--- config.mk ---
export PLATFORM = sky130hd
export DESIGN_NAME = tap_tms_driver
export DESIGN_NICKNAME = d
export VERILOG_FILES = /design/src/rtl/tap_tms_driver.sv
export SDC_FILE = /design/constraint.sdc
export NUM_CORES = 1
export LEC_CHECK = 0
export CORE_MARGIN = 2
export CORE_UTILIZATION = 56
export DETAILED_ROUTE_END_ITERATION = 16
export PLACE_DENSITY = 0.81
export SETUP_SLACK_MARGIN = 0.05
export SYNTH_ARGS = -nofsm -noshare
export SYNTH_HDL_FRONTEND = slang
export SYNTH_SLANG_ARGS = --single-unit
--- constraint.sdc ---
create_clock -name clk -period 5.6 [get_ports clk]
set_input_delay 1.12 -clock clk [delete_from_list [all_inputs] [get_ports clk]]
set_output_delay 1.12 -clock clk [all_outputs]
set_load 0.005 [all_outputs]
--- src/rtl/tap_tms_driver.sv ---
// tap_tms_driver: JTAG initiator. Expands reset/idle/shift-IR/shift-DR
// commands into TMS/TDI bit streams. Tracks the target TAP state in lock-step.
// Captures TDO during shift bits.
module tap_tms_driver (
    input  logic        clk,
    input  logic        TRST,
    input  logic        cmd_valid,
    output logic        cmd_ready,
    input  logic [1:0]  cmd_op,
    input  logic [5:0]  cmd_len,
    input  logic [31:0] cmd_data,
    input  logic        tdo,
    output logic        tms,
    output logic        tdi,
    output logic        rsp_valid,
    output logic [31:0] rsp_data,
    output logic [3:0]  tap_state
);
    typedef enum logic [3:0] {
        TLR = 4'd0, RTI = 4'd1, SELDR = 4'd2, CAPDR = 4'd3,
        SHDR = 4'd4, EX1DR = 4'd5, PAUDR = 4'd6, EX2DR = 4'd7,
        UPDDR = 4'd8, SELIR = 4'd9, CAPIR = 4'd10, SHIR = 4'd11,
        EX1IR = 4'd12, PAUIR = 4'd13, EX2IR = 4'd14, UPDIR = 4'd15
    } tap_t;

    typedef enum logic [1:0] {
        OP_RESET = 2'd0, OP_IDLE = 2'd1, OP_SHIFT_IR = 2'd2, OP_SHIFT_DR = 2'd3
    } op_t;

    // Per-bit description of the command stream: TMS value, and whether the
    // bit is a data-shift bit (with its index into cmd_data / rsp_data).
    typedef struct packed {
        logic       tms;
        logic       shift;
        logic [4:0] idx;
    } bit_t;

    tap_t        tap_reg, tap_next;
    logic        tms_reg, tms_next;
    logic        tdi_reg, tdi_next;
    logic        ready_reg, ready_next;
    logic        rsp_valid_reg, rsp_valid_next;
    logic [31:0] rsp_data_reg, rsp_data_next;
    logic [5:0]  cnt_reg, cnt_next;
    logic [5:0]  n_reg, n_next;
    op_t         op_reg, op_next;
    logic        pre_reg, pre_next;
    logic [5:0]  len_reg, len_next;
    logic [31:0] data_reg, data_next;

    op_t         acc_op;
    logic        acc_pre;
    logic [5:0]  acc_slen;
    logic [5:0]  acc_len;
    logic [5:0]  acc_n;
    bit_t        acc_bit, cur_bit, nxt_bit;

    // Bit j (1-based) of a command stream. An optional leading TLR->RTI bit
    // shifts the remaining pattern by one position.
    function automatic bit_t bit_at(input op_t op, input logic pre,
                                    input logic [5:0] len, input logic [5:0] j);
        bit_t       b;
        logic [5:0] jj;
        logic [5:0] h;
        b  = '0;
        jj = j - {5'd0, pre};
        h  = (op == OP_SHIFT_IR) ? 6'd4 : 6'd3;
        if (pre && j == 6'd1) begin
            b.tms = 1'b0;
        end else begin
            case (op)
                OP_RESET: b.tms = (jj <= 6'd5);
                OP_IDLE:  b.tms = 1'b0;
                default: begin
                    if (jj <= h) begin
                        b.tms = (op == OP_SHIFT_IR) ? (jj <= 6'd2) : (jj == 6'd1);
                    end else if (jj <= h + len) begin
                        b.shift = 1'b1;
                        b.idx   = 5'(jj - h - 6'd1);
                        b.tms   = (jj == h + len);
                    end else begin
                        b.tms = (jj == h + len + 6'd1);
                    end
                end
            endcase
        end
        return b;
    endfunction

    // Full IEEE 1149.1 transition table driven by the TMS currently presented.
    always_comb begin
        tap_next = tap_reg;
        case (tap_reg)
            TLR:   tap_next = tms_reg ? TLR   : RTI;
            RTI:   tap_next = tms_reg ? SELDR : RTI;
            SELDR: tap_next = tms_reg ? SELIR : CAPDR;
            CAPDR: tap_next = tms_reg ? EX1DR : SHDR;
            SHDR:  tap_next = tms_reg ? EX1DR : SHDR;
            EX1DR: tap_next = tms_reg ? UPDDR : PAUDR;
            PAUDR: tap_next = tms_reg ? EX2DR : PAUDR;
            EX2DR: tap_next = tms_reg ? UPDDR : SHDR;
            UPDDR: tap_next = tms_reg ? SELDR : RTI;
            SELIR: tap_next = tms_reg ? TLR   : CAPIR;
            CAPIR: tap_next = tms_reg ? EX1IR : SHIR;
            SHIR:  tap_next = tms_reg ? EX1IR : SHIR;
            EX1IR: tap_next = tms_reg ? UPDIR : PAUIR;
            PAUIR: tap_next = tms_reg ? EX2IR : PAUIR;
            EX2IR: tap_next = tms_reg ? UPDIR : SHIR;
            UPDIR: tap_next = tms_reg ? SELDR : RTI;
            default: tap_next = TLR;
        endcase
    end

    // Command sequencer: accept, emit one bit per cycle, capture TDO, complete.
    always_comb begin
        tms_next       = tms_reg;
        tdi_next       = tdi_reg;
        ready_next     = ready_reg;
        rsp_valid_next = 1'b0;
        rsp_data_next  = rsp_data_reg;
        cnt_next       = cnt_reg;
        n_next         = n_reg;
        op_next        = op_reg;
        pre_next       = pre_reg;
        len_next       = len_reg;
        data_next      = data_reg;

        acc_op   = op_t'(cmd_op);
        acc_pre  = (acc_op != OP_RESET) && (tap_reg == TLR);
        acc_slen = (cmd_len == 6'd0) ? 6'd1 : ((cmd_len > 6'd32) ? 6'd32 : cmd_len);
        acc_len  = (acc_op == OP_IDLE) ? cmd_len : acc_slen;
        case (acc_op)
            OP_RESET:    acc_n = 6'd6;
            OP_IDLE:     acc_n = (cmd_len + {5'd0, acc_pre} == 6'd0) ? 6'd1
                                 : cmd_len + {5'd0, acc_pre};
            OP_SHIFT_IR: acc_n = acc_slen + 6'd6 + {5'd0, acc_pre};
            default:     acc_n = acc_slen + 6'd5 + {5'd0, acc_pre};
        endcase
        acc_bit = bit_at(acc_op, acc_pre, acc_len, 6'd1);
        cur_bit = bit_at(op_reg, pre_reg, len_reg, cnt_reg);
        nxt_bit = bit_at(op_reg, pre_reg, len_reg, cnt_reg + 6'd1);

        if (ready_reg) begin
            // Parked: hold TLR with TMS=1, anywhere else idle with TMS=0.
            tms_next = (tap_next == TLR);
            tdi_next = 1'b0;
            if (cmd_valid) begin
                ready_next    = 1'b0;
                rsp_data_next = '0;
                op_next       = acc_op;
                pre_next      = acc_pre;
                len_next      = acc_len;
                n_next        = acc_n;
                data_next     = cmd_data;
                cnt_next      = 6'd1;
                tms_next      = acc_bit.tms;
                tdi_next      = acc_bit.shift & cmd_data[acc_bit.idx];
            end
        end else begin
            if (cur_bit.shift) begin
                rsp_data_next[cur_bit.idx] = tdo;
            end
            if (cnt_reg == n_reg) begin
                rsp_valid_next = 1'b1;
                ready_next     = 1'b1;
                tms_next       = (tap_next == TLR);
                tdi_next       = 1'b0;
            end else begin
                cnt_next = cnt_reg + 6'd1;
                tms_next = nxt_bit.tms;
                tdi_next = nxt_bit.shift & data_reg[nxt_bit.idx];
            end
        end
    end

    // State registers; TRST drops any command in flight.
    always_ff @(posedge clk or posedge TRST) begin
        if (TRST) begin
            tap_reg       <= TLR;
            tms_reg       <= 1'b1;
            tdi_reg       <= 1'b0;
            ready_reg     <= 1'b1;
            rsp_valid_reg <= 1'b0;
            rsp_data_reg  <= '0;
            cnt_reg       <= '0;
            n_reg         <= '0;
            op_reg        <= OP_RESET;
            pre_reg       <= 1'b0;
            len_reg       <= '0;
            data_reg      <= '0;
        end else begin
            tap_reg       <= tap_next;
            tms_reg       <= tms_next;
            tdi_reg       <= tdi_next;
            ready_reg     <= ready_next;
            rsp_valid_reg <= rsp_valid_next;
            rsp_data_reg  <= rsp_data_next;
            cnt_reg       <= cnt_next;
            n_reg         <= n_next;
            op_reg        <= op_next;
            pre_reg       <= pre_next;
            len_reg       <= len_next;
            data_reg      <= data_next;
        end
    end

    assign tms       = tms_reg;
    assign tdi       = tdi_reg;
    assign cmd_ready = ready_reg;
    assign rsp_valid = rsp_valid_reg;
    assign rsp_data  = rsp_data_reg;
    assign tap_state = tap_reg;
endmodule

==> results.ini <==
[synth]
syn_inst = 673
synth_warnings = 0
synth_top_area_share = 0.359
synth_cell_type_count = 78
synth_edf_count = 0
synth_ff_type = dfrtp_1
async_flop_share = 1.00
yosysTopAreaCell = dfrtp_1
synth_area_um2 = 6350
yosysSeqAreaShare = 0.367
syn-num-nets = 757
ys_ff_latch = 93
avgSynthCellArea_um2 = 9.43
yosys-top-cells-area = dfrtp_1, mux2_2, ha_1

[sta]
worst_slack_ns = 0.728
worst_pin_slew_ns = 0.990
setup-violations-final = 0
rsz0062_at_grt = no
slew_headroom = 0.340
final.setup_skew_ns = 0.00915
hold_viol_final = 0
finalCritPeriodShare = 0.870
tns_ns = 0
finalMaxSlewViolations = 0
max_freq_mhz = 205
post-route-min-period_ns = 4.87

[critical_path]
crit_type = reg -> reg
cpMaxStageDelayCell = dfrtp_1
end_kind = register
cp-start-kind = register
critical_path_arrival_ns = 5.11
crit_fanout = 11
cp_top_family = compound AO/OA/AOI/OAI gates
path_cells = nand2b_1, ha_1, fa_1, a21oi_1, nor2b_1, xnor2_1, ha_1, a21oi_1, nand2_1, a221oi_1, o221ai_2, or2_1, a311o_1, a221oi_1, o32ai_1, o211a_1
cp_num_buf_inv = 0
critPathRequiredTime_ns = 5.84
slowest_delay_ns = 0.46

[place]
post-place-ws_ns = 0.809
io_buffer_count = 83
place_hpwl_mm = 11.2
gp_congestion = 0.934

[route]
avgViaCountPerCell = 6.00
wl_per_cell_um = 17.6
dr.pass1.iters = 5
vias = 5229
wl_mm = 15.3
drt_iter0_drc = 362
final_antenna_net_count = 0
drc_errors = 0

[floorplan]
dieArea_um2 = 12200
start_util = 0.581
die_h_um = 110
ios = 84
core_area_um2 = 10900
std_cell_rows = 38
die_w_um = 110

[layout]
nets = 811
fin_util = 0.686
seq_area_um2 = 2330
drive_above_1_share = 0.116
multi_input_comb_area_um2 = 3710
nFillCells = 859
num_antenna_cells = 0
area_growth_pct = 18.1

[global_route]
grtUsageTotal = 0.261
grt_first_pass_wirelength_mm = 26.3
grt_pass1_vias = 5205
antenna_found_initial = 0
gr-total-overflow = 0
grt_max_degree = 49

[clock_tree]
clk_latency_ns = 0.35
cts_buffers = 9
cts_tree = built
post_cts_buffers = 0
cts_resized = 0
cts.sinks = 93
clockBufferDepth = 2
clk_pin_slew_ns = 0.06
cts_root_buf = clkbuf_16
cts_htree_levels = 3
holdBufCountCts = 0

[run_status]
outcome = finished clean

[flow_run]
maxCapViolations = 0

[hold_path]
hp-class = reg -> reg

==> stage by stage <==
stage,area [um2],std cells,hold WS (ns)
6_report,7500,872,0.499
5_1_grt,7500,872,0.528
4_1_cts,7500,872,0.504
3_5_place_dp,7190,856,0.491
3_3_place_gp,7190,856,0.484
2_1_floorplan,6350,673,0.460
==> per-layer routing <==
layer / vias up / GRT usage / part of all wire
li1: 2513 / - / -
met1: 2519 / 0.356 / 0.45
met2: 178 / 0.426 / 0.49
met3: 19 / 0.0445 / 0.049
met4: 0 / 0.0858 / 0.016
met5: - / 0 / 0
==> final cells by class <==
type | instances | area share
clock inverters | 4 | 0.00717
flip-flops and latches | 93 | 0.311
repair buffers | 86 | 0.114
clock buffers | 12 | 0.0342
multi-input cells | 504 | 0.494
well taps | 140 | 0.0234
inverters | 33 | 0.0167
==> worst min-delay path: stages (launching register included) <==
cell and delay (ns):
dfrtp_1 0.35, nand2_1 0.05, o21ai_0 0.06
==> worst paths after layout <==
check                                       from                       end  slack [ns]  depth (start not counted)
max                        op_reg[1]$_DFFE_PP0P_             tdi$_DFF_PP0_        0.73                         16
min                        op_reg[0]$_DFFE_PP0P_     op_reg[0]$_DFFE_PP0P_        0.50                          2
max reg2reg                op_reg[1]$_DFFE_PP0P_             tdi$_DFF_PP0_        0.73                         16
min reg2reg                op_reg[0]$_DFFE_PP0P_     op_reg[0]$_DFFE_PP0P_        0.50                          2
max in group asynchronous                   TRST  rsp_data[26]$_DFFE_PP0P_        3.29                          3
min in group asynchronous                   TRST  data_reg[12]$_DFFE_PP0P_        1.21                          2
==> cells by family after synthesis <==
kind of cell	synth area share
compound gates	0.153
mux	0.105
fa+ha+maj	0.0824
simple gates	0.170
buf+inv	0.0495
flops	0.367
xor+xnor	0.0735
==> cells in the mapped netlist (3+ instances only) <==
master    number
or2_1          3
buf_4          3
a221oi_1       4
dfrtp_1       91
nand2b_1      10
and3_1         3
and2_1         5
o211ai_1       3
mux2i_1       17
xor2_1        19
a31oi_1        3
nor3_1        16
a21oi_1       25
ha_1          37
o22a_1         3
nor2_1        39
nand3_1       28
a32oi_1        3
inv_1         32
o31ai_1        9
or3_1          3
a31o_2         3
clkbuf_1      31
xnor2_1       23
nand4_1        3
fa_1           3
nor2b_1        9
mux2_2        42
nand2_1       73
o221ai_1       3
o21ai_1        3
buf_1          5
a32o_1         3
o22ai_1        4
a211oi_1       4
nor4_1        10
a21o_1         7
o21ai_0       38
==> placed cells by master, fill, tap and decap left out, types with 4 or more instances in the layout <==
master,synthesis,routed
nor2_1,39,39
xor2_1,19,19
mux2_2,42,42
clkdlybuf4s50_1,0,83
nor2b_1,9,9
ha_1,37,37
a21oi_1,25,25
nor3_1,16,16
nand2_1,73,73
o22ai_1,4,4
o31ai_1,9,9
a211oi_1,4,4
mux2i_1,17,17
nand3_1,28,28
clkbuf_16,0,9
inv_1,32,31
o21ai_0,38,38
and2_1,5,4
a221oi_1,4,4
a21o_1,7,7
nand2b_1,10,10
nor4_1,10,10
dfrtp_1,91,91
xnor2_1,23,23
Power is left out: the tool's default activity adds up to more than one toggle a clock period on the data nets, which glitch-free logic cannot reach.
